## config.mk

```make
export PLATFORM = sky130hd
export DESIGN_NAME = sim_input_player_flat
export DESIGN_NICKNAME = d
export VERILOG_FILES = /design/src/rtl/sim_input_player_if.sv /design/src/rtl/sim_input_player.sv /design/src/flat_wrapper.sv
export SDC_FILE = /design/constraint.sdc
export NUM_CORES = 2
export LEC_CHECK = 0
export ABC_AREA = 1
export CELL_PAD_IN_SITES_DETAIL_PLACEMENT = 0
export CELL_PAD_IN_SITES_GLOBAL_PLACEMENT = 1
export CORE_MARGIN = 2
export CORE_UTILIZATION = 40
export DETAILED_ROUTE_END_ITERATION = 10
export GPL_TIMING_DRIVEN = 0
export HOLD_SLACK_MARGIN = 0.12
export MAX_ROUTING_LAYER = met4
export PLACE_DENSITY = 0.73
export SLEW_MARGIN = 0
export SYNTH_ARGS = -nofsm -noshare
export SYNTH_HDL_FRONTEND = slang
export SYNTH_SLANG_ARGS = --single-unit
```

## constraint.sdc

```tcl
create_clock -name clk_sys -period 4.8 [get_ports clk_sys]
set_input_delay 0.96 -clock clk_sys [delete_from_list [all_inputs] [get_ports clk_sys]]
set_output_delay 0.96 -clock clk_sys [all_outputs]
set_load 0.005 [all_outputs]
```

## src/rtl/sim_input_player_if.sv

```systemverilog
// ioctl download port of the sim-top input player: the host drives the byte stream,
// and the player returns ioctl_wait as backpressure.
interface sim_input_player_if;
  logic        ioctl_download;
  logic        ioctl_wr;
  logic [24:0] ioctl_addr;
  logic [7:0]  ioctl_dout;
  logic [7:0]  ioctl_index;
  logic        ioctl_wait;

  modport master (
    output ioctl_download, ioctl_wr, ioctl_addr, ioctl_dout, ioctl_index,
    input  ioctl_wait
  );

  modport slave (
    input  ioctl_download, ioctl_wr, ioctl_addr, ioctl_dout, ioctl_index,
    output ioctl_wait
  );
endinterface

```

## src/rtl/sim_input_player.sv

```systemverilog
// Frame-coherent input source for the sim top: latches live joystick/analog at vblank,
// or replays a downloaded 8-byte-record script through a backpressured FIFO.
module sim_input_player #(
  parameter int         NUM_JOY      = 6,
  parameter int         FIFO_DEPTH   = 16,
  parameter logic [7:0] SCRIPT_INDEX = 8'd2
) (
  input  logic                    clk_sys,
  input  logic                    reset_n,
  input  logic                    vblank,
  input  logic [NUM_JOY*32-1:0]   joystick_in,
  input  logic [NUM_JOY*16-1:0]   analog_in,
  sim_input_player_if.slave       ioctl,
  output logic [NUM_JOY*32-1:0]   joystick_out,
  output logic [NUM_JOY*16-1:0]   analog_out,
  output logic                    playing,
  output logic                    bad_record
);

  localparam int AW = $clog2(FIFO_DEPTH);
  localparam int CW = AW + 1;
  localparam logic [7:0] NJ     = 8'(NUM_JOY);
  localparam logic [7:0] CH_END = 8'hFF;

  localparam logic [1:0] IDLE       = 2'd0;
  localparam logic [1:0] WAIT_FRAME = 2'd1;
  localparam logic [1:0] APPLY      = 2'd2;
  localparam logic [1:0] HOLD       = 2'd3;

  logic [1:0]    state;
  logic          vb_q, dl_q, wait_full;
  logic [7:0]    hold_cnt;
  logic [55:0]   asm_q;
  logic [63:0]   mem [FIFO_DEPTH];
  logic [AW-1:0] wr_ptr, rd_ptr, wr_idx;
  logic [CW-1:0] count, next_count;

  logic          frame_tick, idx_match, start, accept, push, pop;
  logic [2:0]    lane;
  logic [63:0]   head;
  logic [7:0]    head_ch, head_hold;
  logic [31:0]   head_btn;
  logic [15:0]   head_ana;
  logic [55:0]   asm_base;
  logic          unused_addr;

  assign frame_tick = vblank & ~vb_q;
  assign idx_match  = (ioctl.ioctl_index == SCRIPT_INDEX);
  assign start      = ioctl.ioctl_download & ~dl_q & idx_match;
  assign accept     = ioctl.ioctl_wr & ~wait_full & ioctl.ioctl_download & idx_match;
  assign lane       = ioctl.ioctl_addr[2:0];
  assign push       = accept & (lane == 3'd7);
  assign pop        = (state == APPLY) & (count != '0) & ~start;
  assign unused_addr = ^ioctl.ioctl_addr[24:3];

  assign ioctl.ioctl_wait = wait_full;

  // A byte arriving in the start cycle lands in a freshly cleared assembler/FIFO.
  assign asm_base = start ? '0 : asm_q;
  assign wr_idx   = start ? '0 : wr_ptr;

  assign head      = mem[rd_ptr];
  assign head_ch   = head[7:0];
  assign head_btn  = head[39:8];
  assign head_ana  = head[55:40];
  assign head_hold = head[63:56];

  // NOTE: every always_comb output gets a default first so no latch is inferred.
  always_comb begin
    next_count = count;
    if (start) begin
      next_count = push ? CW'(1) : '0;
    end else begin
      case ({push, pop})
        2'b10:   next_count = count + CW'(1);
        2'b01:   next_count = count - CW'(1);
        default: next_count = count;
      endcase
    end
  end

  // NOTE: record storage has no reset; count/pointers alone define what is valid.
  always_ff @(posedge clk_sys) begin
    if (push) mem[wr_idx] <= {ioctl.ioctl_dout, asm_base};
  end

  // NOTE: all state uses non-blocking assignments so every register samples pre-edge values.
  always_ff @(posedge clk_sys or negedge reset_n) begin
    if (!reset_n) begin
      state        <= IDLE;
      vb_q         <= 1'b0;
      dl_q         <= 1'b0;
      wait_full    <= 1'b0;
      hold_cnt     <= '0;
      asm_q        <= '0;
      wr_ptr       <= '0;
      rd_ptr       <= '0;
      count        <= '0;
      joystick_out <= '0;
      analog_out   <= '0;
      playing      <= 1'b0;
      bad_record   <= 1'b0;
    end else begin
      vb_q  <= vblank;
      dl_q  <= ioctl.ioctl_download;
      count <= next_count;
      // Registered full flag looks at next_count so a push can never land on a full FIFO.
      wait_full <= (next_count == CW'(FIFO_DEPTH));

      if (start) asm_q <= '0;
      for (int l = 0; l < 7; l++) begin
        if (accept && lane == 3'(l)) asm_q[l*8 +: 8] <= ioctl.ioctl_dout;
      end

      if (start) begin
        rd_ptr <= '0;
        wr_ptr <= push ? AW'(1) : '0;
      end else begin
        if (push) wr_ptr <= wr_ptr + AW'(1);
        if (pop)  rd_ptr <= rd_ptr + AW'(1);
      end

      if (start) begin
        state    <= WAIT_FRAME;
        playing  <= 1'b1;
        hold_cnt <= '0;
      end else begin
        case (state)
          IDLE: begin
            if (frame_tick) begin
              joystick_out <= joystick_in;
              analog_out   <= analog_in;
            end
          end
          WAIT_FRAME: begin
            if (frame_tick) state <= APPLY;
          end
          APPLY: begin
            if (count == '0) begin
              state <= WAIT_FRAME;
            end else if (head_ch == CH_END) begin
              playing <= 1'b0;
              state   <= IDLE;
            end else if (head_ch >= NJ) begin
              bad_record <= 1'b1;
            end else begin
              for (int i = 0; i < NUM_JOY; i++) begin
                if (head_ch == 8'(i)) begin
                  joystick_out[i*32 +: 32] <= head_btn;
                  analog_out[i*16 +: 16]   <= head_ana;
                end
              end
              if (head_hold != '0) begin
                hold_cnt <= head_hold;
                state    <= HOLD;
              end
            end
          end
          HOLD: begin
            if (frame_tick) begin
              hold_cnt <= hold_cnt - 8'd1;
              if (hold_cnt == 8'd1) state <= APPLY;
            end
          end
          default: state <= IDLE;
        endcase
      end
    end
  end

endmodule
```

## src/flat_wrapper.sv

```systemverilog
// flat-port wrapper written by rule: the top's interface ports become plain ports
module sim_input_player_flat 
#(
  parameter int         NUM_JOY      = 6,
  parameter int         FIFO_DEPTH   = 16,
  parameter logic [7:0] SCRIPT_INDEX = 8'd2
)
  (clk_sys, reset_n, vblank, joystick_in, analog_in, joystick_out, analog_out, playing, bad_record, ioctl_ioctl_download, ioctl_ioctl_wr, ioctl_ioctl_addr, ioctl_ioctl_dout, ioctl_ioctl_index, ioctl_ioctl_wait);
  sim_input_player_if ioctl_i ();
  input  logic clk_sys;
  input  logic reset_n;
  input  logic vblank;
  input  logic [NUM_JOY*32-1:0] joystick_in;
  input  logic [NUM_JOY*16-1:0] analog_in;
  output logic [NUM_JOY*32-1:0] joystick_out;
  output logic [NUM_JOY*16-1:0] analog_out;
  output logic playing;
  output logic bad_record;
  input wire logic [$bits(ioctl_i.ioctl_download)-1:0] ioctl_ioctl_download;
  input wire logic [$bits(ioctl_i.ioctl_wr)-1:0] ioctl_ioctl_wr;
  input wire logic [$bits(ioctl_i.ioctl_addr)-1:0] ioctl_ioctl_addr;
  input wire logic [$bits(ioctl_i.ioctl_dout)-1:0] ioctl_ioctl_dout;
  input wire logic [$bits(ioctl_i.ioctl_index)-1:0] ioctl_ioctl_index;
  output wire logic [$bits(ioctl_i.ioctl_wait)-1:0] ioctl_ioctl_wait;
  assign ioctl_i.ioctl_download = ioctl_ioctl_download;
  assign ioctl_i.ioctl_wr = ioctl_ioctl_wr;
  assign ioctl_i.ioctl_addr = ioctl_ioctl_addr;
  assign ioctl_i.ioctl_dout = ioctl_ioctl_dout;
  assign ioctl_i.ioctl_index = ioctl_ioctl_index;
  assign ioctl_ioctl_wait = ioctl_i.ioctl_wait;
  sim_input_player #(.NUM_JOY(NUM_JOY), .FIFO_DEPTH(FIFO_DEPTH), .SCRIPT_INDEX(SCRIPT_INDEX)) u_core (.clk_sys(clk_sys), .reset_n(reset_n), .vblank(vblank), .joystick_in(joystick_in), .analog_in(analog_in), .ioctl(ioctl_i), .joystick_out(joystick_out), .analog_out(analog_out), .playing(playing), .bad_record(bad_record));
endmodule
```

## Yosys cells after proc, flatten, opt, wreduce, memory -nomap -nowiden

Memory sizes are Yosys's and may differ from the RTL's.
Index checks and enable logic that the tools add are counted.

| cells by class | value |
|---|---|
| add/sub/neg operators | 5 |
| order comparisons | 1 |
| equality and inequality tests | 41 |
| multiplexer cells | 61 |
| bitwise logic cells | 15 |
| reductions and logical operators | 30 |

Operator list:

| cell | number |
|---|---|
| 192-bit 2-to-1 mux | 4 |
| 96-bit 2-to-1 mux | 4 |
| 192-bit one-hot mux with 2 select lines | 1 |
| 32-bit 2-to-1 mux | 6 |
| 96-bit one-hot mux with 2 select lines | 1 |
| 8-bit 2-to-1 mux | 13 |
| 16-bit 2-to-1 mux | 6 |
| 56-bit 2-to-1 mux | 1 |
| 7-bit AND reduction | 6 |
| 8-bit by 2-bit equality test with 1-bit output (second input constant) | 3 |
| 4-bit 2-to-1 mux | 5 |
| 2-bit != test (second input constant) | 9 |
| 8-bit by 1-bit equality test with 1-bit output (second input constant) | 2 |
| 8-bit by 3-bit equality test with 1-bit output (second input constant) | 2 |
| 2-bit 2-to-1 mux | 8 |
| 8-bit one-hot mux with 2 select lines | 1 |
| 3-bit equality test (second input constant) | 4 |
| 3-bit by 2-bit != test with 1-bit output (second input constant) | 4 |
| 6-bit AND reduction | 2 |
| 5-bit by 4-bit != test with 1-bit output (second input constant) | 2 |
| 5-bit one-hot mux with 2 select lines | 1 |
| 2-bit nonzero test | 5 |
| 1-bit AND | 9 |
| 3-bit by 1-bit != test with 1-bit output (second input constant) | 3 |
| 27 further kinds | 51 |

| word-level totals | value |
|---|---|
| bits in registers | 372 |
| RAM bits | 1024 |
| bits of input ports | 334 |
| memories kept | 1 |

Memories:

| name | depth | width | read ports | clocked after memory_dff | write ports | line | text |
|---|---|---|---|---|---|---|---|
| u_core.mem | 16 | 64 | 1 | 0 | 1 | sim_input_player.sv:34 | `logic [63:0] mem [FIFO_DEPTH];` |

## Longest topological paths before layout

| depth | value |
|---|---|
| depth after elaboration | 9 |
| depth in mapped cells | 23 |

## Worst setup path before layout

Ideal clock, no wire load.

| timing | value |
|---|---|
| kind | input -> register |
| start | input ioctl_ioctl_index[0] |
| end | memory u_core.mem[12][0], enable pin |
| library setup time | 486 ps |
| arrival time | 4987 ps |
| required time | 4314 ps |
| setup slack | -673 ps |
| stages on the path | 9 |
| path through | nor2_1 > nand3_1 > nor2_1 > nand3_1 > inv_1 > clkbuf_1 > clkbuf_1 > a21oi_1 > nor2_1 |

| on the way | value |
|---|---|
| word-level cells in the longest chain between the ends | 5 |
| elaborated cells between the ends (all ways) | 7 |
| classes of those cells | 1 x eq/ne; 3 x mux; 3 x bitwise |

RTL lines:

| item | line | text |
|---|---|---|
| start, declared | flat_wrapper.sv:23 | `input wire logic [$bits(ioctl_i.ioctl_index)-1:0] ioctl_ioctl_index;` |
| 8-bit by 2-bit equality test with 1-bit output (*) | sim_input_player.sv:48 | `assign idx_match = (ioctl.ioctl_index == SCRIPT_INDEX);` |
| 1-bit AND | sim_input_player.sv:50 | `assign accept = ioctl.ioctl_wr & ~wait_full & ioctl.ioctl_download & idx_match;` |
| 1-bit AND | sim_input_player.sv:52 | `assign push = accept & (lane == 3'd7);` |
| 1-bit 2-to-1 mux | sim_input_player.sv:84 | `if (push) mem[wr_idx] <= {ioctl.ioctl_dout, asm_base};` |
| 1-bit 2-to-1 mux (not written as such) | sim_input_player.sv:84 |  |
| end, declared | sim_input_player.sv:34 |  |

Mark *: on every way between the ends. The rest lies on a longest branch, timed or not.

## Final worst setup path

| timing | value |
|---|---|
| start | register u_core.rd_ptr[3] |
| end | register u_core.joystick_out[50] |

| on the way | value |
|---|---|
| word-level cells in the longest chain between the ends | 6 |
| elaborated cells between the ends (all ways) | 13 |
| classes of those cells | 1 x order compare; 5 x eq/ne; 5 x mux; 1 x reduce/logical; 1 x memory |

RTL lines:

| item | line | text |
|---|---|---|
| start, declared | sim_input_player.sv:35 | `logic [AW-1:0] wr_ptr, rd_ptr, wr_idx;` |
| start signal, assigned | sim_input_player.sv:120 | `if (pop) rd_ptr <= rd_ptr + AW'(1);` |
| memory read 16 x 64 bit (*) | - |  |
| parallel branches: the longest is 5 deep, another holds 8-bit by 3-bit >= comparator with 1-bit output | - |  |
| end signal, assigned | sim_input_player.sv:131 | `joystick_out <= joystick_in;` |
| end signal, assigned by index | sim_input_player.sv:149 | `joystick_out[i*32 +: 32] <= head_btn;` |
| end, declared | sim_input_player.sv:14 | `output logic [NUM_JOY*32-1:0] joystick_out,` |

Every way passes the cells marked *. The select of a mux whose other input is x is not followed.
A chain may end at the register's enable or synchronous reset.

==> flow_summary.yaml <==
logic_synthesis:
  synth_top_area_share: 0.535
  ys_warn_count: 0
  synth_top_cells_by_count: "edfxtp_1, nand2_1, nor2_1"
  syn_nets: 5401
  netlist_area_um2: 57400
  yosysSeqAreaShare: 0.697
  synth_most_common_cell: "edfxtp_1"
  synth_edf_count: 1024
  async_flop_share: 0.266
  synth_cell_types: 40
  ys_ff_latch: 1396
  ys_top_cells_by_area: "edfxtp_1, dfrtp_1, nand2_1"
  syn_area_per_cell_um2: 11.4
  synth_top_flop_cell: "edfxtp_1"
  synth_cells: 5060
  synth_area_leader_cell: "edfxtp_1"
routing:
  drt-wirelength-per-cell_um: 30.1
  wirelength_mm: 239
  first_pass_iters: 6
  wl_met2_mm: 110
  drtIter0Drc: 5526
  drc: 0
  viasPerCell: 5.61
  top_layer_used: "met4"
  vias: 44500
  detail-route-antenna-nets: 0
  wl_met1_mm: 89.5
  wl_met3_mm: 22.5
cts:
  numCtsBuffers: 151
  post-cts-setup-buffer-count: 0
  worstSkewPairLatency_ns: 0.80
  cts_max_path_buffers: 3
  h-tree-depth: 4
  clkSlewWorstSetupHoldPaths_ns: 0.06
  cts_sinks: 1396
  cts_tree: "built"
  root_buffer: "clkbuf_16"
sta:
  worst_slew_pin_slew_ns: 1.57
  fmax_mhz: 202
  setup_slack_ns: -0.148
  relSlewSlack: -0.0572
  fin_skew_ns: 0.0349
  final.setup.tns_ns: -0.421
  post-route-period-util: 1.03
  slew_violations: 14
  hold_viol_final: 0
  min_period_ns: 4.95
  setup_viol: 6
worst_setup_path:
  crit_chain: "buf_2 -> clkbuf_1 -> clkbuf_1 -> clkbuf_1 -> o2111ai_1 -> nand3_1 -> a21boi_0 -> o21ai_1"
  worst_setup_path_end_kind: "flop"
  path_common_cell: "clkbuf_1"
  required_ns: 5.43
  path_delay_family: "buffers and inverters"
  slowest_delay_ns: 0.86
  cp_slowest_cell: "a21boi_0"
  path_class: "flop to flop"
  crit_fanout: 10
  critPathBufInv: 4
  critPathLaunchType: "flop"
  worstPathArrival_ns: 5.57
floorplanning:
  core_um2: 143000
  start_util: 0.401
  die_w_um: 383
  die-area_um2: 147000
  io_pins: 625
  fp.dieH_um: 383
  rows: 139
final_layout:
  instances_no_fill: 7926
  fill_cells: 12800
  multiInputGateArea_um2: 15300
  final_nets: 6213
  seqCellArea_um2: 40100
  syn2layout_area_growth_pct: 25.6
  drive_gt1_frac: 0.0781
  final_area_um2: 72100
placed_design:
  gp_congestion: 0.942
  pre_cts_ws_ns: -0.906
  place_area_um2: 67100
  portBuffers: 602
  detailed_place_hpwl_mm: 174
  dp.cells: 7621
run_status:
  outcome: "finished with violations"
  failed_checks: "max-capacitance violations, max-slew violations, negative setup slack"
global_routing:
  antenna_found_initial: 30
  grt_overflow_total: 0
  grt_max_degree: 104
  grt_use_total: 0.330
  grt_pass1_wl_mm: 328
  grt_pass1_vias: 42100
power:
  power.leakage_nw: 27.1
  ir_drop_mv: 0.325
  power-per-cell-area_nw_per_um2: 687
  p_total_w: 0.0496
min_path:
  hp-class: "input port to asynchronous set/reset pin"
flow_run:
  drv_cap: 3
## cell families after synthesis
group / after synthesis / share of synthesized area
XOR/XNOR: 12 / 0.00183
buffers and inverters: 477 / 0.0382
AND/OR/NAND/NOR: 1884 / 0.128
AO/OA/AOI/OAI: 1284 / 0.133
flip-flops: 1396 / 0.697
adder cells (fa/ha/maj): 7 / 0.00152
## cell type report
type / count / share of cell area
clock inverters: 81 / 0.0105
inverters: 153 / 0.00796
repair buffers: 660 / 0.100
clock buffers: 195 / 0.0572
well taps: 1903 / 0.0330
diodes: 28 / 0.000971
plain buffers: 323 / 0.0224
flip-flops and latches: 1396 / 0.555
multi-input cells: 3187 / 0.213
## final timing paths
check | to | slack, ns | cells past startpoint | start
min reg2reg | u_core.joystick_out[158]$_DFFE_PN0P_ | 0.47 | 2 | u_core.joystick_out[158]$_DFFE_PN0P_
max reg2reg | u_core.joystick_out[50]$_DFFE_PN0P_ | -0.15 | 8 | u_core.rd_ptr[3]$_DFFE_PN0P_
max in group asynchronous | u_core.joystick_out[59]$_DFFE_PN0P_ | 2.65 | 4 | reset_n
max | u_core.joystick_out[50]$_DFFE_PN0P_ | -0.15 | 8 | u_core.rd_ptr[3]$_DFFE_PN0P_
min | u_core.bad_record$_DFFE_PN0P_ | 0.17 | 1 | reset_n
min in group clk_sys | u_core.joystick_out[158]$_DFFE_PN0P_ | 0.47 | 2 | u_core.joystick_out[158]$_DFFE_PN0P_
## what timing repair did
item	in CTS	in global routing
gates cloned	0	0
hold buffers	0	0
gates resized for setup	3	1
setup endpoints to repair	2	1
## cells in the final DEF, fill, tap and decap left out, types with 154 or more instances in the layout
master           instances
nand2_1                983
edfxtp_1              1024
clkbuf_16              154
clkdlybuf4s50_1        601
o21ai_1                289
nand3_1                162
dfrtp_1                372
a21boi_0               219
nor2_1                 672
o21ai_0                473
clkbuf_1               200
## routing by layer
| metal | vias up | global-route usage |
|---|---|---|
| met1 | 22100 | 0.402 |
| met3 | 472 | 0.0667 |
| li1 | 19500 | - |
| met4 | 0 | 0.208 |
| met2 | 2433 | 0.504 |
| met5 | - | - |
## where the power goes
group	switching (W)	total [W]	internal (W)	leakage [nW]
clock network	0.00500	0.0116	0.00659	2.39
registers	0.00130	0.0156	0.0143	13.6
logic	0.0154	0.0224	0.00697	11.1
total	0.0217	0.0496	0.0278	27.1
## per-stage QoR
step           hold slack [ns]   util
3_3_place_gp             0.455  0.460
3_5_place_dp             0.459  0.469
4_1_cts                  0.186  0.503
6_report                 0.165  0.504
5_1_grt                  0.220  0.504
2_1_floorplan            0.456      -
## registers in the layout, summed over array words and instances (netlist names), 2 cells and up
| signal | count |
|---|---|
| u_core.analog_out | 96 |
| u_core.asm_q | 56 |
| u_core.count | 5 |
| u_core.hold_cnt | 8 |
| u_core.joystick_out | 192 |
| u_core.mem | 1024 |
| u_core.rd_ptr | 4 |
| u_core.state | 2 |
| u_core.wr_ptr | 4 |
Power figures use the tool's default switching activity.
